--- src/rtl/mc10415_bank_ctl.sv ---
// Round-robin sequencer for a bank of mc10415a 1Kx1 ECL RAMs.
// Two requesters share one bank; strobe timing is set by parameters.
module mc10415_bank_ctl #(
  parameter int WIDTH     = 36,
  parameter int SETUP_CYC = 1,
  parameter int WP_CYC    = 2,
  parameter int RD_CYC    = 2
) (
  input  logic             clk,
  input  logic             nreset,
  input  logic [1:0]       req,
  input  logic [1:0]       we,
  input  logic [9:0]       addr0,
  input  logic [9:0]       addr1,
  input  logic [WIDTH-1:0] wdata0,
  input  logic [WIDTH-1:0] wdata1,
  output logic [1:0]       ack,
  output logic [WIDTH-1:0] rdata,
  output logic [9:0]       ram_a,
  output logic [WIDTH-1:0] ram_d,
  output logic             ram_nen,
  output logic             ram_nwrite,
  input  logic [WIDTH-1:0] ram_q
);

  localparam int MAXC =
    (SETUP_CYC > WP_CYC) ?
      ((SETUP_CYC > RD_CYC) ? SETUP_CYC : RD_CYC) :
      ((WP_CYC > RD_CYC) ? WP_CYC : RD_CYC);
  localparam int CW = (MAXC > 1) ? $clog2(MAXC) : 1;

  typedef enum logic [2:0] {
    S_IDLE,
    S_RSTB,
    S_WSET,
    S_WPUL,
    S_WHLD,
    S_ACK
  } state_t;

  state_t           r_state;
  state_t           w_next;
  logic [CW-1:0]    r_cnt;
  logic [CW-1:0]    w_ld;
  logic             w_done;
  logic             w_win;
  logic             w_start;
  logic             w_acc;
  logic             r_last;
  logic             r_grant;
  logic [1:0]       r_ack;
  logic [WIDTH-1:0] r_rdata;
  logic [9:0]       r_a;
  logic [WIDTH-1:0] r_d;
  logic             r_nen;
  logic             r_nwrite;

  assign ack        = r_ack;
  assign rdata      = r_rdata;
  assign ram_a      = r_a;
  assign ram_d      = r_d;
  assign ram_nen    = r_nen;
  assign ram_nwrite = r_nwrite;

  // Next state, arbitration winner and counter reload value
  always_comb begin
    w_next  = r_state;
    w_ld    = '0;
    w_done  = (r_cnt == '0);
    w_win   = (req == 2'b11) ? ~r_last : req[1];
    w_start = (r_state == S_IDLE) && (|req);
    unique case (r_state)
      S_IDLE: if (|req) w_next = we[w_win] ? S_WSET : S_RSTB;
      S_RSTB: if (w_done) w_next = S_ACK;
      S_WSET: if (w_done) w_next = S_WPUL;
      S_WPUL: if (w_done) w_next = S_WHLD;
      S_WHLD: w_next = S_ACK;
      S_ACK:  w_next = S_IDLE;
      default: w_next = S_IDLE;
    endcase
    unique case (w_next)
      S_RSTB:  w_ld = CW'(RD_CYC - 1);
      S_WSET:  w_ld = CW'(SETUP_CYC - 1);
      S_WPUL:  w_ld = CW'(WP_CYC - 1);
      default: w_ld = '0;
    endcase
    w_acc = (w_next == S_RSTB) || (w_next == S_WSET) ||
            (w_next == S_WPUL) || (w_next == S_WHLD);
  end

  // State register and per-state cycle counter
  always_ff @(posedge clk or negedge nreset) begin
    if (!nreset) begin
      r_state <= S_IDLE;
      r_cnt   <= '0;
    end else begin
      r_state <= w_next;
      if (w_next != r_state) r_cnt <= w_ld;
      else if (!w_done) r_cnt <= r_cnt - CW'(1);
    end
  end

  // Grant, address/data latch and round-robin memory
  always_ff @(posedge clk or negedge nreset) begin
    if (!nreset) begin
      r_last  <= 1'b1;
      r_grant <= 1'b0;
      r_a     <= '0;
      r_d     <= '0;
    end else if (w_start) begin
      r_last  <= w_win;
      r_grant <= w_win;
      r_a     <= w_win ? addr1 : addr0;
      r_d     <= w_win ? wdata1 : wdata0;
    end
  end

  // Registered strobes and ack, decoded from the next state
  always_ff @(posedge clk or negedge nreset) begin
    if (!nreset) begin
      r_nen    <= 1'b1;
      r_nwrite <= 1'b1;
      r_ack    <= 2'b00;
    end else begin
      r_nen    <= ~w_acc;
      r_nwrite <= (w_next != S_WPUL);
      r_ack    <= (w_next == S_ACK) ? {r_grant, ~r_grant} : 2'b00;
    end
  end

  // Capture q on the final read-strobe cycle
  always_ff @(posedge clk or negedge nreset) begin
    if (!nreset) r_rdata <= '0;
    else if (r_state == S_RSTB && w_done) r_rdata <= ram_q;
  end

endmodule

--- config.mk ---
export PLATFORM = sky130hd
export DESIGN_NAME = mc10415_bank_ctl
export DESIGN_NICKNAME = d
export VERILOG_FILES = /design/src/rtl/mc10415_bank_ctl.sv
export SDC_FILE = /design/constraint.sdc
export NUM_CORES = 1
export LEC_CHECK = 0
export ABC_AREA = 1
export CAP_MARGIN = 20
export CORE_UTILIZATION = 25
export CTS_BUF_LIST = sky130_fd_sc_hd__clkbuf_2 sky130_fd_sc_hd__clkbuf_4 sky130_fd_sc_hd__clkbuf_8
export CTS_CLUSTER_DIAMETER = 60
export DETAILED_ROUTE_END_ITERATION = 8
export DONT_BUFFER_PORTS = 1
export PLACE_DENSITY = 0.34
export SLEW_MARGIN = 5
export SYNTH_ARGS = -nofsm -noshare
export SYNTH_HDL_FRONTEND = slang
export SYNTH_SLANG_ARGS = --single-unit
export TNS_END_PERCENT = 5
--- constraint.sdc ---
create_clock -name clk -period 1.8 [get_ports clk]
set_input_delay 0.36 -clock clk [delete_from_list [all_inputs] [get_ports clk]]
set_output_delay 0.36 -clock clk [all_outputs]
set_load 0.01 [all_outputs]
-- Yosys cells after proc, flatten, opt, wreduce, memory -nomap -nowiden
Index checks and enable logic that the tools add are counted.
Widths: inputs -> output; s select.
- output and inout port bits: 86
- register bits after elaboration: 92
- bits of input ports: 134
- multiplexer cells: 15
- bitwise logic cells: 4
- equal/unequal tests: 12
- $lt $le $gt $ge: 1
- reduce and logical (&&, ||, !) cells: 8
- add/sub/neg operators: 1
- operators by type and width (operator ; count):
    $mux 36 ; 1
    $pmux 3 s5 ; 1
    $eq 3x2->1 const B ; 4
    $mux 3 ; 4
    $mux 10 ; 1
    $eq 3x3->1 const B ; 3
    $eq 3x1->1 const B ; 2
    $mux 1 ; 6
    $mux 2 ; 2
    $not 1->1 ; 4
    $reduce_or 2->1 ; 2
    $logic_not 3->1 ; 1
    $logic_or 1x1->1 ; 3
    $ne 3x2->1 const B ; 1
    $ne 3x3->1 ; 1
    $eq 2x2->1 const B ; 1
    $logic_and 1x1->1 ; 2
    $lt 1x2->1 const B ; 1
    $sub 1x1->1 const B ; 1

-- Logic depth before layout (Yosys ltp)
Gate-level depths: netlist of run 1.
- depth after elaboration: 12
- gate-level depth with buffers: 8

-- Worst setup path before layout of run 1
Ideal clock, no wire load.
- kind: reg-to-reg
- from: reg r_state[2]
- to: reg r_rdata[10] (netlist: rdata[10])
- period minus slack after synthesis: 1.322 ns
- setup slack: 0.478 ns
- data arrival time: 1.197 ns
- buffers on the path: 1
- stages on the path, launching flop included: 7
- cell sequence: dfrtp_1 -> inv_2 -> nand2_1 -> inv_1 -> nand2_4 -> buf_12 -> mux2_4
- word-level cells in the longest chain between the ends: 2
- ends and longest elaborated chain (element ; line ; source):
    from (decl) ; 41 ; state_t r_state;
    from (signal assigned) ; 97 ; r_state <= w_next;
    $eq 3x1->1 ; 134 ; else if (r_state == S_RSTB && w_done) r_rdata <= ram_q;
    $logic_and 1x1->1 ; 134 ;
    to (signal assigned) ; 134 ;
    to (decl) ; 52 ; logic [WIDTH-1:0] r_rdata;
No other way between the ends.
A chain may end at the register's enable or synchronous reset.

-- Final worst setup path of run 1
- from: reg r_state[0]
- to: reg r_d[17] (netlist: ram_d[17])
- word-level cells in the longest chain between the ends: 2
- ends and longest elaborated chain (element ; line ; source):
    $logic_not 3->1 ; 71 ; w_start = (r_state == S_IDLE) && (|req);
    $logic_and 1x1->1 ; 71 ;
    to (signal assigned) ; 114 ; r_d <= w_win ? wdata1 : wdata0;
    to (decl) ; 54 ; logic [WIDTH-1:0] r_d;
No other way between the ends.

==> results of run 1 <==
through the flow:
step | setup slack (ps) | power [mW] | hold slack (ps) | cells | utilization
finish | 266 | 8.78 | -320 | 608 | 0.281
global route | 65.9 | 9.49 | -368 | 608 | 0.281
CTS | 225 | 8.97 | -363 | 608 | 0.281
detailed placement | 224 | 7.33 | 67.0 | 593 | 0.267
global placement | 277 | 7.32 | 66.6 | 593 | 0.267
floorplan | 478 | 6.68 | 64.4 | 391 | -
layout by cell type (no fill, tap or decap), drive strengths merged:
cell type | synthesis | layout
a21oi | 1 | 1
mux2 | 36 | 36
nor3 | 1 | 1
nand2 | 65 | 65
o21ai | 93 | 93
o22ai | 1 | 1
dfstp | 3 | 3
nand3 | 6 | 6
buf | 17 | 9
clkinvlp | 0 | 1
dfrtp | 89 | 89
inv | 12 | 12
clkbuf | 6 | 11
bufinv | 0 | 2
nor2 | 61 | 61
clkinv | 0 | 1
how the worst min path moves through the flow:
stage	to	slack, ps	cells past startpoint
3_5_place_dp	rdata[12]	70	0
6_report	ram_a[5]	-320	0
3_3_place_gp	rdata[12]	70	0
2_1_floorplan	ack[0]	60	0
4_1_cts	ram_a[5]	-360	0
5_1_grt	rdata[3]	-370	0
layer usage:
metal  wire length [um]  share of wire  up-vias  global-route usage
met5                 13         0.0013        -                   0
met4                102          0.010        2              0.0374
met3                952          0.098        7              0.0595
met2               4690           0.48      140               0.192
met1               4000           0.41     1290               0.130
li1                   -              -     1278                   -
power by group:
| part | switching, mW | internal (mW) |
|---|---|---|
| registers | 1.23 | 3.15 |
| clock network | 0.714 | 0.848 |
| logic | 1.43 | 1.41 |
| total | 3.37 | 5.41 |
logic make-up (layout without fill, tap and decap cells):
| logic type | count (synthesis) | count (layout) | share of synthesized area |
|---|---|---|---|
| buffers and inverters | 35 | 36 | 0.0518 |
| muxes | 36 | 36 | 0.128 |
| and+or+nand+nor | 133 | 133 | 0.134 |
| DFF | 92 | 92 | 0.568 |
| AOI/OAI and AO/OA | 95 | 95 | 0.118 |
worst max-delay path: stages (launching register included):
cell and delay [ps]:
sky130_fd_sc_hd__dfrtp_1 450, sky130_fd_sc_hd__nor2_2 190, sky130_fd_sc_hd__nand2_2 90, sky130_fd_sc_hd__nor2_4 90
sky130_fd_sc_hd__buf_4 300, sky130_fd_sc_hd__o21ai_0 130, sky130_fd_sc_hd__o21ai_0 190
final cells by class:
type | instances | area share
sequential | 92 | 0.516
clock inverter | 4 | 0.0162
multi-input combinational | 264 | 0.346
tap | 216 | 0.0605
clock buffer | 11 | 0.0339
timing repair buffer | 9 | 0.0179
inverter | 12 | 0.0101
flip-flops by register name (all words and copies together) (netlist names):
register,flops
ram_d,36
rdata,36
ram_a,10
r_state,3
ack,2
r_cnt,1
r_grant,1
r_last,1
ram_nen,1
ram_nwrite,1
==> parameters.txt, run 1 <==
Parameter                              Value

Timing
  Tightest hold margin ... -320 ps
  Headroom to the max-slew limit ... 0.708
  Transition at the pin with the smallest max-transition slack ... between 400 and 500 ps
  Final number of setup-violating endpoints ... 0
  Maximum clock skew at final layout ... around 8.7 ps
  Final critical path time including I/O delays and setup ... about 1500 ps
  Fmax ... ~0.65 GHz
  Setup repair after global routing missed its margin ... no
  Total negative slack for setup checks ... 0 ps
  Portion of the clock cycle consumed by the worst path in the final layout ... 0.852
  Max Slew Vio Count ... 0
  Fin. Hold Viols ... 92

Floorplanning
  Effective utilization at floorplan ... 0.255
  Die Width ... about 130 um
  Full die area ... between 15,000 and 20,000 um2
  Number of core rows ... 46
  Die Ht ... 129 um
  # IOs ... 220
  Area of the core ... around 16,000 um2

Clocking
  Post-CTS Setup Inserts ... 0
  Clock buffer count from CTS ... 9
  Clock sinks ... 92
  Clock tree root driver cell ... sky130_fd_sc_hd__clkbuf_8
  Number of gates resized after cts ... 0
  CTS H-tree lvls ... 3
  Clock tree from TritonCTS ... built
  Clock input transition at the sequential cells of the worst setup and hold paths ... 90 ps
  Largest buffer count on any clock path ... 2
  Clock network latency to the later pin of the worst-skew pair ... 360 ps

Detailed routing
  First-pass detailed-route iteration total ... 4
  DR vias ... ~2,700
  Drt drc ... 0
  Wire length per cell after detailed routing ... ~16 um
  Final wirelength ... approximately 10000 um
  Average vias per placed instance ... 4.47
  Antenna Nets Post-Route ... 0
  Number of design-rule violations left by the first detailed-router iteration ... a little under 100

Synthesis
  Mean cell area of the mapped netlist ... approximately 10 um2
  Count of different cell masters after synthesis ... 25
  Count leader, synth ... sky130_fd_sc_hd__dfrtp_1
  Largest cells by area after synthesis ... sky130_fd_sc_hd__dfrtp_1 (55%), sky130_fd_sc_hd__mux2_4 (11%), sky130_fd_sc_hd__o21ai_0 (9.0%)
  Syn nets ... roughly 530
  Primary FF master, synth ... sky130_fd_sc_hd__dfrtp_1
  Post-synthesis register bit count ... slightly above 90
  Count of flip-flops with a built-in enable after synthesis ... 0
  Cell type contributing the most total cell area after synthesis ... sky130_fd_sc_hd__dfrtp_1
  Top-area cell type share of the netlist area ... 0.549
  Count of warnings emitted by yosys ... 0
  Most frequent cells after synthesis ... sky130_fd_sc_hd__dfrtp_1 (89), sky130_fd_sc_hd__o21ai_0 (73), sky130_fd_sc_hd__nand2_1 (61)
  Post-synth design cell area ... roughly 4000 um2
  Fraction of registers with async set or reset after synthesis ... 1.00
  Sequential share of the synthesized area ... 0.568
  Synthesized instance count ... between 300 and 400

Power and ir drop
  Static Leak ... approximately 2.0 nW
  Ratio of total power to cell area ... between 1500 and 2000 nW/um2
  Worst ir drop on vdd ... roughly 0.00053 V

Layout
  Fraction of layout instances using a drive strength above 1 ... 0.191
  Area of the multi-input gates ... around 1500 um2
  Sequential cell area ... 2310 um2
  Finished Cell Area ... between 4000 and 5000 um2
  Filler cell count ... 1,739
  Area added between synthesis and finish ... 10.2%
  Antenna diode count ... 0
  Count of nets after finishing ... approximately 520

Min path
  HP Class ... in -> async

Setup path
  Reg2Reg Depth ... 6
  Critical Path End ... ram_d[17]
  Register-to-register path setup slack ... roughly 270 ps
  Crit. Startpoint ... r_state[0]
  Startpoint type of the worst setup path ... register
  Worst R2R Start ... r_state[0]
  Crit Path Max Fanout ... 35
  Worst Path Required ... ~2100 ps
  Data arrival time of the critical path ... ~1800 ps
  Worst Path Class, Setup ... reg -> reg
  Terminus of the critical flop-to-flop path ... ram_d[17]
  CP endpoint kind ... register

Run
  Max-cap check violation count ... 0

Global routing
  Number of global-route vias before repair ... 2,708
  Global route overflow ... 0
  Number of antenna violations at the first check in global routing ... 1
  Wire length of the first global-routing pass ... 14,500 um
  Maximum number of pins on one net before global-route repair ... 93
  Combined global-route utilization of all metal layers ... 0.117

Place
  DP HPWL ... around 6700 um
  Number of buffers added on ports ... 0
  Post-detailed-placement cell area ... around 4200 um2
  GPL Wtd Cong ... between 0.7 and 0.8

Run status
  Failing checks ... negative hold slack
  Result of the run ... complete, but fails checks
Note: power is estimated with default switching activity, not from simulation.
==> run 2, diff against run 1 <==
--- a/config.mk
+++ b/config.mk
@@ -5,8 +5,8 @@
 export SDC_FILE = /design/constraint.sdc
 export NUM_CORES = 1
 export LEC_CHECK = 0
-export ABC_AREA = 1
 export CAP_MARGIN = 20
+export CORE_MARGIN = 3
 export CORE_UTILIZATION = 25
 export CTS_BUF_LIST = sky130_fd_sc_hd__clkbuf_2 sky130_fd_sc_hd__clkbuf_4 sky130_fd_sc_hd__clkbuf_8
 export CTS_CLUSTER_DIAMETER = 60
==> run 2 against run 1 <==
Net effect: final cell count decreased by 18%; clock power down 17%; first-iteration DRC count fell by 64%; highest routed layer is now met4; hold slack worse by 8.4 ps; synthesized area grew 5.5%; flip-flop and latch count is the same; count of clock-buffer cells in the layout decreased by 1; critical endpoint is now rdata[1]; global-route usage decreased by 2.0 points; the flow still finishes with violations (negative hold slack).
==> parameters.txt, run 2 <==
Parameter                              Value

Synthesis
  Fraction of registers with async set or reset after synthesis ... 1.00 (unchanged)
  Primary FF master, synth ... sky130_fd_sc_hd__dfrtp_1 (unchanged)
  Largest cells by area after synthesis ... sky130_fd_sc_hd__dfrtp_1 (52%), sky130_fd_sc_hd__mux2_2 (26%), sky130_fd_sc_hd__mux2_4 (11%) (was sky130_fd_sc_hd__dfrtp_1 (55%), sky130_fd_sc_hd__mux2_4 (11%), sky130_fd_sc_hd__o21ai_0 (9.0%))
  Most frequent cells after synthesis ... sky130_fd_sc_hd__mux2_2 (98), sky130_fd_sc_hd__dfrtp_1 (89), sky130_fd_sc_hd__mux2_4 (30) (was sky130_fd_sc_hd__dfrtp_1 (89), sky130_fd_sc_hd__o21ai_0 (73), sky130_fd_sc_hd__nand2_1 (61))
  Post-synthesis register bit count ... 92 (unchanged)
  Sequential share of the synthesized area ... 0.539 (was 0.568)
  Count leader, synth ... sky130_fd_sc_hd__mux2_2 (was sky130_fd_sc_hd__dfrtp_1)
  Count of warnings emitted by yosys ... 0 (unchanged)
  Synthesized instance count ... 268 (was 391)
  Post-synth design cell area ... 4280 um2 (was 4060 um2)
  Syn nets ... 402 (was 525)
  Top-area cell type share of the netlist area ... 0.521 (was 0.549)
  Count of flip-flops with a built-in enable after synthesis ... 0 (unchanged)
  Cell type contributing the most total cell area after synthesis ... sky130_fd_sc_hd__dfrtp_1 (unchanged)
  Count of different cell masters after synthesis ... 32 (was 25)
  Mean cell area of the mapped netlist ... 16.0 um2 (was 10.4 um2)

Power and ir drop
  Power Total ... 8.81 mW (was 8.78 mW)
  Static Leak ... 1.92 nW (was 2.04 nW)
  Ratio of total power to cell area ... 1880 nW/um2 (was 1960 nW/um2)
  Worst ir drop on vdd ... 0.000587 V (was 0.000530 V)

Clocking
  CTS H-tree lvls ... 3 (unchanged)
  Clock buffer count from CTS ... 9 (unchanged)
  Clock tree from TritonCTS ... built (unchanged)
  Clock tree root driver cell ... sky130_fd_sc_hd__clkbuf_8 (unchanged)
  Hold-fix buffers at CTS ... 1
  Clock sinks ... 92 (unchanged)
  Post-CTS Setup Inserts ... 0 (unchanged)
  Clock network latency to the later pin of the worst-skew pair ... 370 ps (was 360 ps)
  Clock input transition at the sequential cells of the worst setup and hold paths ... 100 ps (was 90 ps)
  Largest buffer count on any clock path ... 2 (unchanged)

Setup path
  Worst Path Class, Setup ... reg -> reg (unchanged)
  Startpoint type of the worst setup path ... register (unchanged)
  Worst R2R Start ... r_state[2] (was r_state[0])
  Reg2Reg Depth ... 4 (was 6)
  Worst Path Required ... 2060 ps (was 2080 ps)
  Critical Path End ... rdata[1] (was ram_d[17])
  Data arrival time of the critical path ... 1930 ps (was 1810 ps)
  Register-to-register path setup slack ... 130 ps (was 270 ps)
  Crit Path Max Fanout ... 20 (was 35)
  CP endpoint kind ... register (unchanged)
  Terminus of the critical flop-to-flop path ... rdata[1] (was ram_d[17])
  Crit. Startpoint ... r_state[2] (was r_state[0])

Layout
  Commonest cells after routing, fill and taps aside ... sky130_fd_sc_hd__mux2_2 (98), sky130_fd_sc_hd__dfrtp_1 (88), sky130_fd_sc_hd__mux2_4 (30) (was sky130_fd_sc_hd__dfrtp_1 (89), sky130_fd_sc_hd__o21ai_0 (73), sky130_fd_sc_hd__nand2_1 (61))
  Antenna diode count ... 0 (unchanged)
  Most common library cell in the layout ignoring fill and taps ... sky130_fd_sc_hd__mux2_2 (was sky130_fd_sc_hd__dfrtp_1)
  Fraction of layout instances using a drive strength above 1 ... 0.594 (was 0.191)
  Area added between synthesis and finish ... 9.33% (was 10.2%)
  Count of nets after finishing ... 407 (was 522)
  Filler cell count ... 1,710 (was 1,739)

Detailed routing
  Number of design-rule violations left by the first detailed-router iteration ... 35 (was 97)
  DR vias ... 2,124 (was 2,717)
  Average vias per placed instance ... 4.27 (was 4.47)
  Drt drc ... 0 (unchanged)
  Final wirelength ... 9290 um (was 9750 um)
  Antenna Nets Post-Route ... 0 (unchanged)
  Wire length per cell after detailed routing ... 18.7 um (was 16.0 um)
  First-pass detailed-route iteration total ... 2 (was 4)

Timing
  Tightest hold margin ... -328 ps (was -320 ps)
  Fin. Hold Viols ... 92 (unchanged)
  Headroom to the max-slew limit ... 0.742 (was 0.708)
  Max Slew Vio Count ... 0 (unchanged)
  Total negative slack for setup checks ... 0 ps (unchanged)
  Final number of setup-violating endpoints ... 0 (unchanged)
  Setup repair after global routing missed its margin ... no (unchanged)
  Portion of the clock cycle consumed by the worst path in the final layout ... 0.929 (was 0.852)
  Transition at the pin with the smallest max-transition slack ... 383 ps (was 438 ps)
  Fmax ... 0.598 GHz (was 0.652 GHz)
  Final critical path time including I/O delays and setup ... 1670 ps (was 1530 ps)
  Maximum clock skew at final layout ... 5.56 ps (was 8.72 ps)

Place
  Number of buffers added on ports ... 0 (unchanged)
  GPL Wtd Cong ... 0.724 (was 0.733)
  DP HPWL ... 6680 um (was 6670 um)

Global routing
  Global route overflow ... 0 (unchanged)
  Combined global-route utilization of all metal layers ... 0.0964 (was 0.117)
  Maximum number of pins on one net before global-route repair ... 93 (unchanged)
  Number of global-route vias before repair ... 2,249 (was 2,708)
  Number of antenna violations at the first check in global routing ... 0 (was 1)
  Wire length of the first global-routing pass ... 13,300 um (was 14,500 um)

Floorplanning
  Number of core rows ... 47 (was 46)
  # IOs ... 220 (unchanged)
  Die Width ... 137 um (was 129 um)
  Effective utilization at floorplan ... 0.257 (was 0.255)
  Area of the core ... 16,600 um2 (was 15,900 um2)
  Full die area ... 18,700 um2 (was 16,700 um2)
  Die Ht ... 137 um (was 129 um)

Run status
  Failing checks ... negative hold slack (unchanged)
  Result of the run ... complete, but fails checks (unchanged)

Run
  Max-cap check violation count ... 0 (unchanged)

Min path
  HP Class ... in -> async (unchanged)
-- run 2: layout make-up --
type	instances	area (um2)	share of cell area
clock buffer	10	131	0.0281
clock inverter	6	41.3	0.00883
inverter	4	15.0	0.00321
multi-input combinational	156	1780	0.380
sequential	92	2310	0.493
tap	220	275	0.0589
timing repair buffer	10	128	0.0273
-- run 2: what timing repair did --
item	4_1_cts	5_1_grt
endpoints found under the hold margin	93	92
endpoints found under the setup margin	0	6
gates resized for setup	0	1
-- run 2: metal layers --
layer | track usage | vias up | share of wire
li1 | - | 962 | -
met1 | 0.108 | 1040 | 0.37
met2 | 0.156 | 110 | 0.51
met3 | 0.0382 | 12 | 0.092
met4 | 0.0565 | 0 | 0.023
met5 | 0 | - | 0
-- run 2: logic make-up after synthesis --
family / share of synthesized area
simple gates: 0.0208
flops: 0.539
mux: 0.366
compound gates: 0.0254
xor+xnor: 0.00205
buf+inv: 0.0471
-- run 2: through the flow --
| stage | cells | cell area [um2] | worst slack (ps) | hold WS, ps | util |
|---|---|---|---|---|---|
| after floorplan | 268 | 4280 | 179 | 64.4 | - |
| final | 498 | 4680 | 128 | -328 | 0.281 |
| after detailed placement | 481 | 4490 | 95.4 | 66.5 | 0.270 |
| after global routing | 498 | 4680 | 29.5 | -375 | 0.281 |
| after global placement | 481 | 4490 | 150 | 66.5 | 0.270 |
| after CTS | 498 | 4680 | 78.6 | -372 | 0.281 |
-- run 2: worst min-delay path by stage --
stage | end | slack [ps]
after CTS | r_state[1] | -370
after detailed placement | rdata[13] | 70
after global placement | rdata[13] | 70
final | rdata[13] | -330
after global routing | rdata[13] | -370
after floorplan | ack[0] | 60
-- run 2: critical path, stage by stage, from the launching register on --
cell,delay [ps]
sky130_fd_sc_hd__dfrtp_2,490
sky130_fd_sc_hd__nor3b_4,250
sky130_fd_sc_hd__and2_4,260
sky130_fd_sc_hd__buf_12,200
sky130_fd_sc_hd__mux2_2,350
-- run 2: report_power, final --
group          switching [mW]  internal (mW)  total [mW]
registers                1.30           3.16        4.46
clock network           0.770          0.515        1.29
logic                    1.04           2.03        3.07
==> run 3, diff against run 2 <==
--- a/config.mk
+++ b/config.mk
@@ -12,6 +12,7 @@
 export CTS_CLUSTER_DIAMETER = 60
 export DETAILED_ROUTE_END_ITERATION = 8
 export DONT_BUFFER_PORTS = 1
+export MAX_ROUTING_LAYER = met4
 export PLACE_DENSITY = 0.34
 export SLEW_MARGIN = 5
 export SYNTH_ARGS = -nofsm -noshare
==> run 3 against run 2 <==
Net effect: the run still ends with negative hold slack left; global-route usage grew 0.29 points; cell area is the same; sequential power is essentially flat; critical path depth is the same; hold slack lost 3.0 ps; routed wire length grew 0.23%.
==> parameters.txt, run 3 (synthesis gave the netlist of run 2 again) <==
Parameter                              Value

Setup path
  Data arrival time of the critical path ... 1930 ps (about the same)
  Worst R2R Start ... r_state[2] (unchanged)
  Terminus of the critical flop-to-flop path ... rdata[1] (unchanged)
  Worst Path Class, Setup ... reg -> reg (unchanged)
  Crit. Startpoint ... r_state[2] (unchanged)
  Startpoint type of the worst setup path ... register (unchanged)
  Crit Path Max Fanout ... 20 (unchanged)
  Register-to-register path setup slack ... 130 ps (about the same)
  Reg2Reg Depth ... 4 (unchanged)
  Worst Path Required ... 2060 ps (about the same)
  CP endpoint kind ... register (unchanged)
  Critical Path End ... rdata[1] (unchanged)

Detailed routing
  DR vias ... 2,132 (was 2,124)
  Antenna Nets Post-Route ... 0 (unchanged)
  Average vias per placed instance ... 4.28 (was 4.27)
  Drt drc ... 0 (unchanged)
  Wire length per cell after detailed routing ... 18.7 um (about the same)
  Number of design-rule violations left by the first detailed-router iteration ... 49 (was 35)
  Final wirelength ... 9310 um (was 9290 um)
  First-pass detailed-route iteration total ... 3 (was 2)

Clocking
  Clock input transition at the sequential cells of the worst setup and hold paths ... 100 ps (about the same)
  Hold-fix buffers at CTS ... 1 (unchanged)
  CTS H-tree lvls ... 3 (unchanged)
  Clock sinks ... 92 (unchanged)
  Largest buffer count on any clock path ... 2 (unchanged)
  Clock tree root driver cell ... sky130_fd_sc_hd__clkbuf_8 (unchanged)
  Clock tree from TritonCTS ... built (unchanged)
  Clock network latency to the later pin of the worst-skew pair ... 370 ps (about the same)
  Clock buffer count from CTS ... 9 (unchanged)

Power and ir drop
  Ratio of total power to cell area ... 1890 nW/um2 (was 1880 nW/um2)
  Part of the power in registers ... 0.505 (was 0.506)
  Worst ir drop on vdd ... 0.000586 V (was 0.000587 V)
  Switching fraction of total power ... 0.354 (was 0.353)
  Internal cell power ... 5.70 mW (about the same)
  Switching power total ... 3.12 mW (was 3.11 mW)
  Combinational share of power ... 0.348 (about the same)
  Static Leak ... 1.92 nW (unchanged)
  Relative contribution of the clock network to total power ... 0.146 (about the same)

Min path
  HP Class ... in -> async (unchanged)

Timing
  Fin. Hold Viols ... 92 (unchanged)
  Max Slew Vio Count ... 0 (unchanged)
  Final worst slack ... 126 ps (was 128 ps)
  Transition at the pin with the smallest max-transition slack ... 405 ps (was 383 ps)
  Final number of setup-violating endpoints ... 0 (unchanged)
  Fmax ... 0.597 GHz (was 0.598 GHz)
  Total negative slack for setup checks ... 0 ps (unchanged)
  Maximum clock skew at final layout ... 7.86 ps (was 5.56 ps)
  Final critical path time including I/O delays and setup ... 1670 ps (about the same)
  Headroom to the max-slew limit ... 0.727 (was 0.742)
  Setup repair after global routing missed its margin ... no (unchanged)
  Portion of the clock cycle consumed by the worst path in the final layout ... 0.930 (was 0.929)
  Tightest hold margin ... -331 ps (was -328 ps)

Floorplanning
  Die Width ... 137 um (unchanged)
  Effective utilization at floorplan ... 0.257 (unchanged)
  # IOs ... 220 (unchanged)
  Full die area ... 18,700 um2 (unchanged)
  Die Ht ... 137 um (unchanged)
  Area of the core ... 16,600 um2 (unchanged)
  Number of core rows ... 47 (unchanged)

Layout
  Count of nets after finishing ... 407 (unchanged)
  Most common library cell in the layout ignoring fill and taps ... sky130_fd_sc_hd__mux2_2 (unchanged)
  Commonest cells after routing, fill and taps aside ... sky130_fd_sc_hd__mux2_2 (98), sky130_fd_sc_hd__dfrtp_1 (88), sky130_fd_sc_hd__mux2_4 (30) (unchanged)
  Filler cell count ... 1,710 (unchanged)
  Antenna diode count ... 0 (unchanged)
  Area added between synthesis and finish ... 9.33% (unchanged)
  Fraction of layout instances using a drive strength above 1 ... 0.594 (unchanged)

Global routing
  Combined global-route utilization of all metal layers ... 0.0993 (was 0.0964)
  Wire length of the first global-routing pass ... 13,300 um (about the same)
  Maximum number of pins on one net before global-route repair ... 93 (unchanged)
  Number of antenna violations at the first check in global routing ... 0 (unchanged)
  Number of global-route vias before repair ... 2,258 (was 2,249)
  Global route overflow ... 0 (unchanged)

Place
  DP HPWL ... 6680 um (unchanged)
  Setup WS pre-CTS ... 95.4 ps (unchanged)
  GPL Wtd Cong ... 0.732 (was 0.724)
  Number of buffers added on ports ... 0 (unchanged)

Run status
  Failing checks ... negative hold slack (unchanged)
  Result of the run ... complete, but fails checks (unchanged)

Run
  Max-cap check violation count ... 0 (unchanged)
## run 3: cell counts in the layout (fill, tap and decap cells not counted)
No cell type changed its count.
## run 3: area by class of cell
type | instances | area (um2) | share of cell area
clock buffers | 10 | 131 | 0.0281
repair buffers | 10 | 128 | 0.0273
flip-flops and latches | 92 | 2310 | 0.493
multi-input cells | 156 | 1780 | 0.380
well taps | 220 | 275 | 0.0589
clock inverters | 6 | 41.3 | 0.00883
inverters | 4 | 15.0 | 0.00321
## run 3: worst min path at each step
stage	from	end	slack, ps	depth (start not counted)
after floorplan	nreset	ack[0]	60	0
after global placement	nreset	rdata[13]	70	0
after detailed placement	nreset	rdata[13]	70	0
after CTS	nreset	r_state[1]	-370	0
after global routing	nreset	ram_d[32]	-380	0
final	nreset	rdata[13]	-330	0
## run 3: critical path, cell delays in order, from the launching register on
cell	delay, ps
sky130_fd_sc_hd__dfrtp_2	490
sky130_fd_sc_hd__nor3b_4	250
sky130_fd_sc_hd__and2_4	260
sky130_fd_sc_hd__buf_12	200
sky130_fd_sc_hd__mux2_2	350
## run 3: through the flow
| step | utilization | power [mW] | std cells | instance area (um2) | hold slack [ps] |
|---|---|---|---|---|---|
| finish | 0.281 | 8.83 | 498 | 4680 | -331 |
| global route | 0.281 | 9.44 | 498 | 4680 | -375 |
| CTS | 0.281 | 9.06 | 498 | 4680 | -372 |
| detailed placement | 0.270 | 7.67 | 481 | 4490 | 66.5 |
| global placement | 0.270 | 7.66 | 481 | 4490 | 66.5 |
| floorplan | - | 7.14 | 268 | 4280 | 64.4 |
## run 3: routing by layer
metal / wire length [um] / vias to the layer above / global-route usage / part of all wire
li1: - / 961 / - / -
met3: 769 / 15 / 0.0327 / 0.083
met5: 0 / - / - / 0
met4: 223 / 0 / 0.0565 / 0.024
met2: 4750 / 108 / 0.155 / 0.51
met1: 3570 / 1048 / 0.112 / 0.38
## run 3: power by group through the flow
| stage | Combinational (mW) | Clock (mW) | Sequential (mW) |
|---|---|---|---|
| floorplan | 2.96 | 0 | 4.18 |
| global placement | 3.07 | 0 | 4.59 |
| detailed placement | 3.13 | 0 | 4.54 |
| CTS | 3.14 | 1.40 | 4.51 |
| global route | 3.36 | 1.47 | 4.60 |
| finish | 3.07 | 1.29 | 4.46 |
## run 3: what timing repair did
action                     in CTS  in global routing
buffers inserted                0                  0
gates resized for setup         0                  1
hold endpoints to repair       93                 92
setup endpoints to repair       0                  6
